## src/rtl/qspi_tgt_pkg.sv

```systemverilog
// Shared definitions for the QSPI target: opcodes, FSM states, lane modes.
package qspi_tgt_pkg;

    localparam logic [7:0] OP_WR1 = 8'h02;
    localparam logic [7:0] OP_RD1 = 8'h03;
    localparam logic [7:0] OP_WR4 = 8'h32;
    localparam logic [7:0] OP_RD4 = 8'h6B;

    typedef enum logic [2:0] {
        ST_IDLE,
        ST_CMD,
        ST_ADDR,
        ST_DUMMY,
        ST_WDATA,
        ST_RDATA,
        ST_IGNORE
    } state_e;

    typedef enum logic {
        LANE_1,
        LANE_4
    } lane_e;

    // SCK rises needed to move `bits` bits over the given lane width.
    function automatic logic [7:0] phase_rises(lane_e lane, int unsigned bits);
        return (lane == LANE_4) ? 8'(bits / 4) : 8'(bits);
    endfunction

endpackage

```

## src/rtl/qspi_tgt_if.sv

```systemverilog
// QSPI pin bundle plus the local byte-wide memory port of the target.
interface qspi_tgt_if #(parameter int AW = 8);

    logic          qspi_sck;
    logic          qspi_csn;
    logic [3:0]    qspi_dq_i;
    logic [3:0]    qspi_dq_o;
    logic [3:0]    qspi_dq_en;
    logic          tgt_wr_vld;
    logic [AW-1:0] tgt_wr_addr;
    logic [7:0]    tgt_wr_dat;
    logic          tgt_rd_req;
    logic [AW-1:0] tgt_rd_addr;
    logic [7:0]    tgt_rd_dat;
    logic          tgt_busy;
    logic          tgt_err;

    modport slave (
        input  qspi_sck, qspi_csn, qspi_dq_i, tgt_rd_dat,
        output qspi_dq_o, qspi_dq_en, tgt_wr_vld, tgt_wr_addr, tgt_wr_dat,
               tgt_rd_req, tgt_rd_addr, tgt_busy, tgt_err
    );

    modport master (
        output qspi_sck, qspi_csn, qspi_dq_i, tgt_rd_dat,
        input  qspi_dq_o, qspi_dq_en, tgt_wr_vld, tgt_wr_addr, tgt_wr_dat,
               tgt_rd_req, tgt_rd_addr, tgt_busy, tgt_err
    );

endinterface

```

## src/rtl/qspi_tgt_sync.sv

```systemverilog
// Two-flop synchronizer for asynchronous inputs, parameterized width and reset value.
module qspi_tgt_sync #(
    parameter int   W       = 1,
    parameter logic RST_VAL = 1'b0
) (
    input  logic         clk,
    input  logic         rst_n,
    input  logic [W-1:0] d,
    output logic [W-1:0] q
);

    logic [W-1:0] meta;

    // NOTE: sequential state uses non-blocking assignments so both stages shift on the same edge.
    always_ff @(posedge clk or negedge rst_n) begin
        if (!rst_n) begin
            meta <= {W{RST_VAL}};
            q    <= {W{RST_VAL}};
        end else begin
            meta <= d;
            q    <= meta;
        end
    end

endmodule

```

## src/rtl/qspi_tgt.sv

```systemverilog
// QSPI target engine: oversamples SCK/CSN/DQ, decodes cmd/addr/dummy phases and
// converts data phases into byte writes and byte-read requests on the local port.
module qspi_tgt
    import qspi_tgt_pkg::*;
#(
    parameter int AW        = 8,
    parameter int DUMMY_CYC = 4
) (
    input logic       clk,
    input logic       rst_n,
    qspi_tgt_if.slave bus
);

    logic          sck_s, csn_s, sck_q, csn_q, csn_armed;
    logic [3:0]    dq_s;
    logic          sck_rise, sck_fall, csn_fall, phase_last, op_known;
    state_e        state, state_d;
    lane_e         lane;
    logic [7:0]    cnt, need, sh, op, cmd_byte, data_shift, rd_sh;
    logic [AW-1:0] addr, addr_shift;
    logic          rd_pend;
    logic [3:0]    dq_o, dq_en;

    // CSN resets low in the synchronizer so a reset can never fabricate a falling edge;
    // csn_armed keeps busy low until a real high level has been seen.
    qspi_tgt_sync #(.W(1), .RST_VAL(1'b0)) u_sync_sck (.clk(clk), .rst_n(rst_n), .d(bus.qspi_sck), .q(sck_s));
    qspi_tgt_sync #(.W(1), .RST_VAL(1'b0)) u_sync_csn (.clk(clk), .rst_n(rst_n), .d(bus.qspi_csn), .q(csn_s));
    qspi_tgt_sync #(.W(4), .RST_VAL(1'b0)) u_sync_dq  (.clk(clk), .rst_n(rst_n), .d(bus.qspi_dq_i), .q(dq_s));

    assign sck_rise   = sck_s & ~sck_q;
    assign sck_fall   = ~sck_s & sck_q;
    assign csn_fall   = csn_q & ~csn_s;
    assign cmd_byte   = {sh[6:0], dq_s[0]};
    assign op_known   = cmd_byte inside {OP_WR1, OP_RD1, OP_WR4, OP_RD4};
    assign data_shift = (lane == LANE_4) ? ((sh << 4) | {4'b0, dq_s}) : ((sh << 1) | {7'b0, dq_s[0]});
    assign addr_shift = (lane == LANE_4) ? ((addr << 4) | AW'(dq_s)) : ((addr << 1) | AW'(dq_s[0]));

    // NOTE: every always_comb output gets a default first so no path can infer a latch.
    always_comb begin
        need    = 8'd8;
        state_d = state;
        case (state)
            ST_ADDR:            need = phase_rises(lane, AW);
            ST_DUMMY:           need = 8'(DUMMY_CYC);
            ST_WDATA, ST_RDATA: need = phase_rises(lane, 8);
            default:            need = 8'd8;
        endcase
        phase_last = sck_rise && (cnt == need - 8'd1);

        case (state)
            ST_IDLE:  if (csn_fall) state_d = ST_CMD;
            ST_CMD:   if (phase_last) state_d = op_known ? ST_ADDR : ST_IGNORE;
            ST_ADDR:
                if (phase_last) begin
                    if (op == OP_WR1 || op == OP_WR4) state_d = ST_WDATA;
                    else if (op == OP_RD4)            state_d = ST_DUMMY;
                    else                              state_d = ST_RDATA;
                end
            ST_DUMMY: if (phase_last) state_d = ST_RDATA;
            default:  state_d = state;
        endcase

        // A deasserted CSN overrides any SCK edge seen in the same clock.
        if (csn_s) state_d = ST_IDLE;

        dq_en = 4'b0000;
        if (state == ST_RDATA) dq_en = (lane == LANE_4) ? 4'b1111 : 4'b0010;
    end

    always_ff @(posedge clk or negedge rst_n) begin
        if (!rst_n) state <= ST_IDLE;
        else        state <= state_d;
    end

    always_ff @(posedge clk or negedge rst_n) begin
        if (!rst_n) begin
            sck_q            <= 1'b0;
            csn_q            <= 1'b0;
            csn_armed        <= 1'b0;
            cnt              <= '0;
            sh               <= '0;
            op               <= '0;
            lane             <= LANE_1;
            addr             <= '0;
            rd_sh            <= '0;
            rd_pend          <= 1'b0;
            dq_o             <= '0;
            bus.tgt_wr_vld   <= 1'b0;
            bus.tgt_wr_addr  <= '0;
            bus.tgt_wr_dat   <= '0;
            bus.tgt_rd_req   <= 1'b0;
            bus.tgt_rd_addr  <= '0;
            bus.tgt_err      <= 1'b0;
        end else begin
            sck_q          <= sck_s;
            csn_q          <= csn_s;
            bus.tgt_wr_vld <= 1'b0;
            bus.tgt_rd_req <= 1'b0;
            bus.tgt_err    <= 1'b0;
            rd_pend        <= bus.tgt_rd_req;
            if (csn_s) csn_armed <= 1'b1;

            if (csn_s) begin
                cnt     <= '0;
                rd_pend <= 1'b0;
                dq_o    <= '0;
            end else begin
                if (state_d != state || phase_last) cnt <= '0;
                else if (sck_rise)                  cnt <= cnt + 8'd1;

                case (state)
                    ST_CMD: begin
                        if (sck_rise) sh <= cmd_byte;
                        if (phase_last) begin
                            op          <= cmd_byte;
                            lane        <= (cmd_byte == OP_WR4 || cmd_byte == OP_RD4) ? LANE_4 : LANE_1;
                            bus.tgt_err <= !op_known;
                        end
                    end
                    ST_ADDR: begin
                        if (sck_rise) addr <= addr_shift;
                        if (phase_last && state_d == ST_RDATA) begin
                            bus.tgt_rd_req  <= 1'b1;
                            bus.tgt_rd_addr <= addr_shift;
                        end
                    end
                    ST_DUMMY: begin
                        if (phase_last) begin
                            bus.tgt_rd_req  <= 1'b1;
                            bus.tgt_rd_addr <= addr;
                        end
                    end
                    ST_WDATA: begin
                        if (sck_rise) sh <= data_shift;
                        if (phase_last) begin
                            bus.tgt_wr_vld  <= 1'b1;
                            bus.tgt_wr_addr <= addr;
                            bus.tgt_wr_dat  <= data_shift;
                            addr            <= addr + 1'b1;
                        end
                    end
                    ST_RDATA: begin
                        if (rd_pend) begin
                            rd_sh <= bus.tgt_rd_dat;
                        end else if (sck_fall) begin
                            dq_o  <= (lane == LANE_4) ? rd_sh[7:4] : {2'b00, rd_sh[7], 1'b0};
                            rd_sh <= (lane == LANE_4) ? (rd_sh << 4) : (rd_sh << 1);
                        end
                        if (phase_last) begin
                            addr            <= addr + 1'b1;
                            bus.tgt_rd_req  <= 1'b1;
                            bus.tgt_rd_addr <= addr + 1'b1;
                        end
                    end
                    default: ;
                endcase
            end
        end
    end

    assign bus.qspi_dq_o  = dq_o;
    assign bus.qspi_dq_en = dq_en;
    assign bus.tgt_busy   = csn_armed & ~csn_s;

endmodule

```

## src/flat_wrapper.sv

```systemverilog
// flat-port wrapper written by rule: the top's interface ports become plain ports
module qspi_tgt_flat import qspi_tgt_pkg::*;
#(
    parameter int AW        = 8,
    parameter int DUMMY_CYC = 4
)
  (clk, rst_n, bus_qspi_sck, bus_qspi_csn, bus_qspi_dq_i, bus_tgt_rd_dat, bus_qspi_dq_o, bus_qspi_dq_en, bus_tgt_wr_vld, bus_tgt_wr_addr, bus_tgt_wr_dat, bus_tgt_rd_req, bus_tgt_rd_addr, bus_tgt_busy, bus_tgt_err);
  qspi_tgt_if #(.AW(AW)) bus_i ();
  input logic clk;
  input logic rst_n;
  input wire logic [$bits(bus_i.qspi_sck)-1:0] bus_qspi_sck;
  input wire logic [$bits(bus_i.qspi_csn)-1:0] bus_qspi_csn;
  input wire logic [$bits(bus_i.qspi_dq_i)-1:0] bus_qspi_dq_i;
  input wire logic [$bits(bus_i.tgt_rd_dat)-1:0] bus_tgt_rd_dat;
  output wire logic [$bits(bus_i.qspi_dq_o)-1:0] bus_qspi_dq_o;
  output wire logic [$bits(bus_i.qspi_dq_en)-1:0] bus_qspi_dq_en;
  output wire logic [$bits(bus_i.tgt_wr_vld)-1:0] bus_tgt_wr_vld;
  output wire logic [$bits(bus_i.tgt_wr_addr)-1:0] bus_tgt_wr_addr;
  output wire logic [$bits(bus_i.tgt_wr_dat)-1:0] bus_tgt_wr_dat;
  output wire logic [$bits(bus_i.tgt_rd_req)-1:0] bus_tgt_rd_req;
  output wire logic [$bits(bus_i.tgt_rd_addr)-1:0] bus_tgt_rd_addr;
  output wire logic [$bits(bus_i.tgt_busy)-1:0] bus_tgt_busy;
  output wire logic [$bits(bus_i.tgt_err)-1:0] bus_tgt_err;
  assign bus_i.qspi_sck = bus_qspi_sck;
  assign bus_i.qspi_csn = bus_qspi_csn;
  assign bus_i.qspi_dq_i = bus_qspi_dq_i;
  assign bus_i.tgt_rd_dat = bus_tgt_rd_dat;
  assign bus_qspi_dq_o = bus_i.qspi_dq_o;
  assign bus_qspi_dq_en = bus_i.qspi_dq_en;
  assign bus_tgt_wr_vld = bus_i.tgt_wr_vld;
  assign bus_tgt_wr_addr = bus_i.tgt_wr_addr;
  assign bus_tgt_wr_dat = bus_i.tgt_wr_dat;
  assign bus_tgt_rd_req = bus_i.tgt_rd_req;
  assign bus_tgt_rd_addr = bus_i.tgt_rd_addr;
  assign bus_tgt_busy = bus_i.tgt_busy;
  assign bus_tgt_err = bus_i.tgt_err;
  qspi_tgt #(.AW(AW), .DUMMY_CYC(DUMMY_CYC)) u_core (.clk(clk), .rst_n(rst_n), .bus(bus_i));
endmodule
```

## config.mk

```make
export PLATFORM = sky130hd
export DESIGN_NAME = qspi_tgt_flat
export DESIGN_NICKNAME = d
export VERILOG_FILES = /design/src/rtl/qspi_tgt_pkg.sv /design/src/rtl/qspi_tgt_if.sv /design/src/rtl/qspi_tgt_sync.sv /design/src/rtl/qspi_tgt.sv /design/src/flat_wrapper.sv
export SDC_FILE = /design/constraint.sdc
export NUM_CORES = 1
export LEC_CHECK = 0
export ABC_AREA = 1
export CORE_ASPECT_RATIO = 1.4
export CORE_UTILIZATION = 59
export CTS_BUF_LIST = sky130_fd_sc_hd__clkbuf_8
export DETAILED_ROUTE_END_ITERATION = 8
export DONT_BUFFER_PORTS = 1
export GPL_TIMING_DRIVEN = 1
export PLACE_DENSITY = 0.78
export SYNTH_ARGS = -nofsm -noshare
export SYNTH_HDL_FRONTEND = slang
export SYNTH_SLANG_ARGS = --single-unit
```

## constraint.sdc

```tcl
create_clock -name clk -period 2.7 [get_ports clk]
set_clock_uncertainty 0.05 [all_clocks]
set_input_delay 0.54 -clock clk [delete_from_list [all_inputs] [get_ports clk]]
set_output_delay 0.54 -clock clk [all_outputs]
set_load 0.01 [all_outputs]
```

==> metrics.txt, run 1 <==
status=finished clean; pwr/cell area=493 mW/mm2; io pins=52; count of final setup violators=0; CP Class=reg2reg; worst-skew pair later-pin latency=0.37 ns; Mapped Cells=528; Yosys Warn Count=0; vias in the first global route=3572; first drt pass iteration count=4; Tcrit/Tclk final=94.7%; dpl cell area=0.00459 mm2; CTS tree=yes; Syn Std Cell Area=0.00445 mm2; GRT Total Usage=27.6%; Hold Crit Class=in2async; Design Area, Final=0.00493 mm2; initial antenna violation count=0; cts bufs inserted=9; placed instance count=622; critical path endpoint category=flop; Final min period=2.56 ns; Max FO, Critical Path=6; fraction of registers with async set/reset=100%; Final Hold Violating Endpoints=0; GR Overflow Total=0; routed length on met3=431 um; via count=3591; Yosys reg bits=90; most numerous cell in the Yosys netlist=nand2_1; core area=0.00731 mm2; Seq/Total Area, Yosys=50.6%; Worst-Margin Slew=0.434 ns; max-capacitance violation count=0; routed length on met1=4130 um; fmax=391 MHz; row count=37; total power=2.43 mW; die area=0.00790 mm2; routed vias/inst=5.58; Port-buffer cells=0; clock slew at reported path FFs=0.09 ns; die height=105 um; Post-DP HPWL=7130 um; Critical Path AT=2.77 ns; H-tree depth=3; DRC Markers=0; top cells by area, synth=dfrtp_1 51%, nand2_1 11%, inv_1 5.3%, o21ai_0 5.1%, o21ai_1 3.3%; largest area contributor in the netlist=dfrtp_1; VDD IR max=0.340 mV; R2R Setup Slk=0.14 ns; fill cell count=612; Post-Route Setup TNS=0 ns; post-route insts no fill=644; met2 WL=5330 um; area grow syn2layout=10.8%; first-pass GRT wire length=16300 um; post-synth top area share=50.6%; Die X=75.4 um; effective utilization at floorplan=60.8%; DR top layer=met4; Root Buffer=clkbuf_8; synth cell count leaders=133 x nand2_1, 90 x dfrtp_1, 63 x inv_1; Startpoint Class=flop; WL per Instance=15.9 um; CTS Sinks=90; largest net degree at the start of global routing=91; gp weighted congestion=0.901; Routed WL=10200 um; ratio of cells with drive above 1 in the final layout=15.0%; Worst Path Required=2.91 ns; Lkg Pwr=2.32 nW; Netlist cell types=40; Iter 0 DRT Violations=245; max-slew violations=0; reg-to-reg startpoint=u_core.state[2]; CTS Buffer Depth=2; Post-DRT Antenna Nets=0; Synth Flop Type=dfrtp_1; Hold WS=0.0104 ns; Avg Synthesized Cell Area=8.43 um2; relative slew slack=71.0%; ANT cells=0; Post-synth EDFFs=0; Syn Nets=547; Critical Path Start=u_core.state[2]; Final #Nets=561
-- registers in the layout, indices dropped and copies added (netlist names), 3 cells and up --
name,flops
u_core.bus.tgt_rd_addr,8
u_core.u_sync_dq.q,4
u_core.cnt,8
u_core.sh,7
u_core.rd_sh,8
u_core.addr,8
u_core.op,8
u_core.state,3
u_core.bus.tgt_wr_addr,8
u_core.u_sync_dq.meta,4
u_core.bus.qspi_dq_o,4
u_core.bus.tgt_wr_dat,8
-- timing repair --
item	CTS	global route
buffers inserted	0	2
hold buffers	1	0
endpoints found under the setup margin	0	50
hold endpoints to repair	90	0
resized for setup	0	17
-- path summary, 6_finish.rpt --
path                                        endpoint  cells after the start
max                        u_core.bus.tgt_rd_addr[2]                     17
min                                  u_core.rd_sh[1]                      1
max reg2reg                u_core.bus.tgt_rd_addr[2]                     17
min reg2reg                    u_core.u_sync_dq.q[0]                      0
max in group asynchronous            u_core.state[1]                      1
min in group clk              u_core.u_sync_csn.meta                      0
-- power breakdown --
part | internal, mW | total [mW] | switching, mW
sequential | 1.37 | 1.39 | 0.0223
clock | 0.428 | 0.916 | 0.488
combinational | 0.0358 | 0.125 | 0.0894
total | 1.83 | 2.43 | 0.600
-- cell usage in the layout, fill, tap and decap left out, types with 3 or more instances in the layout --
| cell type | n |
|---|---|
| nor2_4 | 3 |
| nor2_2 | 8 |
| nor3_1 | 6 |
| o21ai_0 | 45 |
| inv_2 | 8 |
| a21oi_1 | 9 |
| dfrtp_1 | 88 |
| o221ai_1 | 8 |
| nand2_4 | 8 |
| nor2_1 | 21 |
| nand2_2 | 6 |
| inv_1 | 64 |
| buf_4 | 14 |
| nand3_1 | 23 |
| xor2_1 | 7 |
| o211ai_1 | 13 |
| o21ai_1 | 29 |
| nand2_1 | 131 |
| clkbuf_8 | 9 |
| nand3_2 | 3 |
| nand4_1 | 7 |
-- final cells by class --
class	count	area (um2)	area share, %
Timing Repair inverter	1	7.51	0.152
Timing Repair Buffer	15	133	2.69
Inverter	73	277	5.61
Clock inverter	7	68.8	1.40
Multi-Input combinational cell	352	1950	39.5
Clock buffer	9	124	2.51
Sequential cell	90	2250	45.7
Tap cell	97	121	2.46
-- metrics by stage --
step / setup slack (ns) / util (%)
after CTS: 0.0204 / 65.7
final: 0.142 / 67.4
after floorplan: 0.179 / -
after global placement: 0.103 / 62.7
after detailed placement: 0.0348 / 62.7
after global routing: -0.0417 / 67.4
-- critical path, stage by stage, from the launching register on --
cell and delay, ns:
dfrtp_2 0.47, inv_4 0.10, nand3_4 0.08, nand2_4 0.09
nand2_4 0.06, ha_4 0.24, nand2_1 0.06, nand3_1 0.08
nor3_2 0.12, nand3_1 0.14, a21oi_4 0.21, nand3_2 0.10
nand3_2 0.10, nand3_4 0.13, nor2_8 0.21, nand2_4 0.08
nand2_1 0.06, nand2_1 0.05
-- cells by family after synthesis --
| kind of cell | Yosys count | share of synthesized area [%] |
|---|---|---|
| AOI/OAI and AO/OA | 114 | 15.1 |
| DFF | 90 | 50.6 |
| adders and majority gates | 3 | 0.844 |
| xor gates and xnor gates | 9 | 1.77 |
| and+or+nand+nor | 224 | 23.8 |
| buffers and inverters | 88 | 7.82 |
-- per-layer routing --
layer,GRT usage (%),vias up
met5,0,-
met4,13.9,0
met3,4.15,26
met2,46.6,100
met1,33.1,1704
li1,-,1761
No activity file was read; power rests on OpenSTA's default activity.
==> run 2: changes to the inputs <==
--- a/config.mk
+++ b/config.mk
@@ -5,14 +5,14 @@
 export SDC_FILE = /design/constraint.sdc
 export NUM_CORES = 1
 export LEC_CHECK = 0
-export ABC_AREA = 1
+export CAP_MARGIN = 20
 export CORE_ASPECT_RATIO = 1.4
-export CORE_UTILIZATION = 59
+export CORE_UTILIZATION = 60
 export CTS_BUF_LIST = sky130_fd_sc_hd__clkbuf_8
 export DETAILED_ROUTE_END_ITERATION = 8
 export DONT_BUFFER_PORTS = 1
 export GPL_TIMING_DRIVEN = 1
-export PLACE_DENSITY = 0.78
+export PLACE_DENSITY = 0.79
 export SYNTH_ARGS = -nofsm -noshare
 export SYNTH_HDL_FRONTEND = slang
 export SYNTH_SLANG_ARGS = --single-unit
==> run 2 against run 1 <==
Register-to-register slack got worse by 0.06 ns. Sequential share of layout area down 2.8 points. Maximum frequency is 2.3% lower. Non-clock buffer count up 13. Clock power fell by 15%. Synthesized area rose by 7.7%. Hold slack improved by 0.031 ns. Highest routed layer unchanged. Critical path depth down 8.
==> metrics.txt, run 2 <==
status=finished clean (unchanged); Die X=77.5 um (was 75.4 um); vias in the first global route=3640 (was 3572); Netlist cell types=57 (was 40); first-pass GRT wire length=17700 um (was 16300 um); pwr/cell area=435 mW/mm2 (was 493 mW/mm2); xor/xnor share of the synthesized area=2.93% (was 1.77%); Iter 0 DRT Violations=283 (was 245); relative slew slack=65.2% (was 71.0%); post-synth top area share=47.0% (was 50.6%); dpl cell area=0.00499 mm2 (was 0.00459 mm2); area share of fa/ha/maj cells after synthesis=0.783% (was 0.844%); die height=108 um (was 105 um); Startpoint Class=flop (unchanged); multiplexer area fraction after synthesis=15.5% (was 0%); via count=3701 (was 3591); max-slew violations=0 (unchanged); cts bufs inserted=9 (unchanged); Syn Std Cell Area=0.00479 mm2 (was 0.00445 mm2); Routed WL=10700 um (was 10200 um); top cells by area, synth=dfrtp_1 47%, mux2_2 8.0%, mux2i_1 5.6%, nand2_1 2.7%, nor2_1 2.7% (was dfrtp_1 51%, nand2_1 11%, inv_1 5.3%, o21ai_0 5.1%, o21ai_1 3.3%); GR Overflow Total=0 (unchanged); largest net degree at the start of global routing=91 (unchanged); CP Class=reg2reg (unchanged); Avg Synthesized Cell Area=10.3 um2 (was 8.43 um2); Final min period=2.62 ns (was 2.56 ns); DRC Markers=0 (unchanged); H-tree depth=3 (unchanged); Tcrit/Tclk final=97.0% (was 94.7%); RSZ-0062 raised after global routing=yes; Root Buffer=clkbuf_8 (unchanged); fmax=382 MHz (was 391 MHz); gp weighted congestion=0.906 (was 0.901); Final Hold Violating Endpoints=0 (unchanged); GRT Total Usage=27.3% (was 27.6%); VDD IR max=0.354 mV (was 0.340 mV); R2R Setup Slk=0.08 ns (was 0.14 ns); largest area contributor in the netlist=dfrtp_1 (unchanged); largest family of logic cells by synthesized area=simple AND/OR/NAND/NOR gates (unchanged); fraction of registers with async set/reset=100% (unchanged); commonest non-fill, non-tap cell in the layout=dfrtp_1 (was nand2_1); core area=0.00775 mm2 (was 0.00731 mm2); routed vias/inst=6.39 (was 5.58); ratio of cells with drive above 1 in the final layout=20.0% (was 15.0%); Design Area, Final=0.00525 mm2 (was 0.00493 mm2); CTS Buffer Depth=2 (unchanged); Synth Area in Compound Gates=13.0% (was 15.1%); Seq/Total Area, Yosys=47.0% (was 50.6%); Lkg Pwr=2.28 nW (was 2.32 nW); Worst-Margin Slew=0.522 ns (was 0.434 ns); first drt pass iteration count=5 (was 4); Synth Flop Type=dfrtp_1 (unchanged); initial antenna violation count=0 (unchanged); area grow syn2layout=9.61% (was 10.8%); Max FO, Critical Path=8 (was 6); ANT cells=0 (unchanged); Syn Nets=486 (was 547); effective utilization at floorplan=61.8% (was 60.8%); Critical Path AT=2.81 ns (was 2.77 ns); most frequent cells in the layout=89 x dfrtp_1, 35 x nand2_1, 34 x mux2_2, 33 x nor2_1, 27 x mux2i_1 (was 131 x nand2_1, 88 x dfrtp_1, 64 x inv_1, 45 x o21ai_0, 29 x o21ai_1); Yosys Warn Count=0 (unchanged); Final #Nets=493 (was 561); CTS Sinks=90 (unchanged); Post-synth EDFFs=0 (unchanged); die area=0.00835 mm2 (was 0.00790 mm2); Port-buffer cells=0 (unchanged); Reg area=0.00225 mm2 (about the same); fill cell count=576 (was 612); row count=38 (was 37); WL per Instance=18.5 um (was 15.9 um); total power=2.29 mW (was 2.43 mW); critical path endpoint category=flop (unchanged); max-capacitance violation count=0 (unchanged); Post-DP HPWL=7550 um (was 7130 um); clock slew at reported path FFs=0.09 ns (about the same); count of final setup violators=0 (unchanged); worst-skew pair later-pin latency=0.36 ns (was 0.37 ns); most numerous cell in the Yosys netlist=dfrtp_1 (was nand2_1); synth cell count leaders=90 x dfrtp_1, 35 x nand2_1, 34 x mux2_2, 34 x nor2_1, 27 x mux2i_1 (was 133 x nand2_1, 90 x dfrtp_1, 63 x inv_1); Post-DRT Antenna Nets=0 (unchanged); Yosys reg bits=90 (unchanged); Hold Crit Class=in2async (unchanged); CTS tree=yes (unchanged); Post-Synth Simple-Gate Area=17.0% (was 23.8%); Mapped Cells=467 (was 528); multi-input combinational cell area=0.00241 mm2 (was 0.00195 mm2); io pins=52 (unchanged); Worst Path Required=2.89 ns (was 2.91 ns)
==> run 2: layout make-up <==
class | instances | area share, %
clock buffer | 9 | 2.36
clock inverter | 7 | 0.762
inverter | 12 | 0.905
multi-input combinational | 333 | 45.8
sequential | 90 | 42.9
tap | 100 | 2.38
timing repair buffer | 28 | 4.84
==> run 2: through the flow <==
stage               instances  TNS, ns  setup WS [ns]  util (%)  hold WS (ns)
floorplan                 467    -1.04         -0.152         -         0.194
global placement          558        0         0.0503      64.4         0.197
detailed placement        558   -0.356        -0.0424      64.4         0.198
CTS                       576        0        0.00247      67.0        0.0505
global route              579   -0.107        -0.0250      67.8        0.0647
finish                    579        0         0.0806      67.8        0.0410
==> run 2: repair_timing <==
action,4_1_cts,5_1_grt
pin swaps,2,4
setup endpoints to repair,22,39
setup buffers,1,3
hold endpoints to repair,90,0
hold buffers,1,0
resized for setup,0,7
cloned,0,0
==> run 2: worst paths after layout <==
kind	start	end	cells after the start
setup / recovery	u_core.state[2]	u_core.bus.tgt_rd_addr[0]	9
hold / removal	rst_n	u_core.bus.qspi_dq_o[2]	1
setup reg to reg	u_core.state[2]	u_core.bus.tgt_rd_addr[0]	9
hold reg to reg	u_core.u_sync_dq.meta[3]	u_core.u_sync_dq.q[3]	0
max in group asynchronous	rst_n	u_core.state[2]	1
min in group clk	bus_qspi_dq_i[0]	u_core.u_sync_dq.meta[0]	0
==> run 2: cell families (layout without fill, tap and decap cells) <==
kind of cell             after synthesis  count (layout)
AO/OA/AOI/OAI                         94              94
multiplexers                          67              67
XOR/XNOR                              16              16
buffers and inverters                 44              56
flip-flops                            90              90
AND/OR/NAND/NOR                      153             153
adder cells (fa/ha/maj)                3               3
==> run 2: critical path: stages, from the launching register on <==
cell and delay (ns):
dfrtp_2 0.44, nor3b_2 0.20, o21ai_1 0.12, ha_2 0.22, xor2_4 0.17, or4_4 0.46, o311a_4 0.15, nor4_4 0.21
buf_6 0.18, mux2_4 0.30
==> run 2: layer usage <==
metal / global-route usage [%] / wire, um / vias up
met1: 32.7 / 4330 / 1818
met5: 0 / 0 / -
met4: 17.0 / 402 / 0
met2: 45.8 / 5360 / 139
met3: 4.49 / 612 / 39
li1: - / - / 1705
==> run 2: where the power goes <==
group          internal, mW  switching (mW)
Combinational        0.0404          0.0740
Sequential             1.37          0.0280
Clock                 0.324           0.453
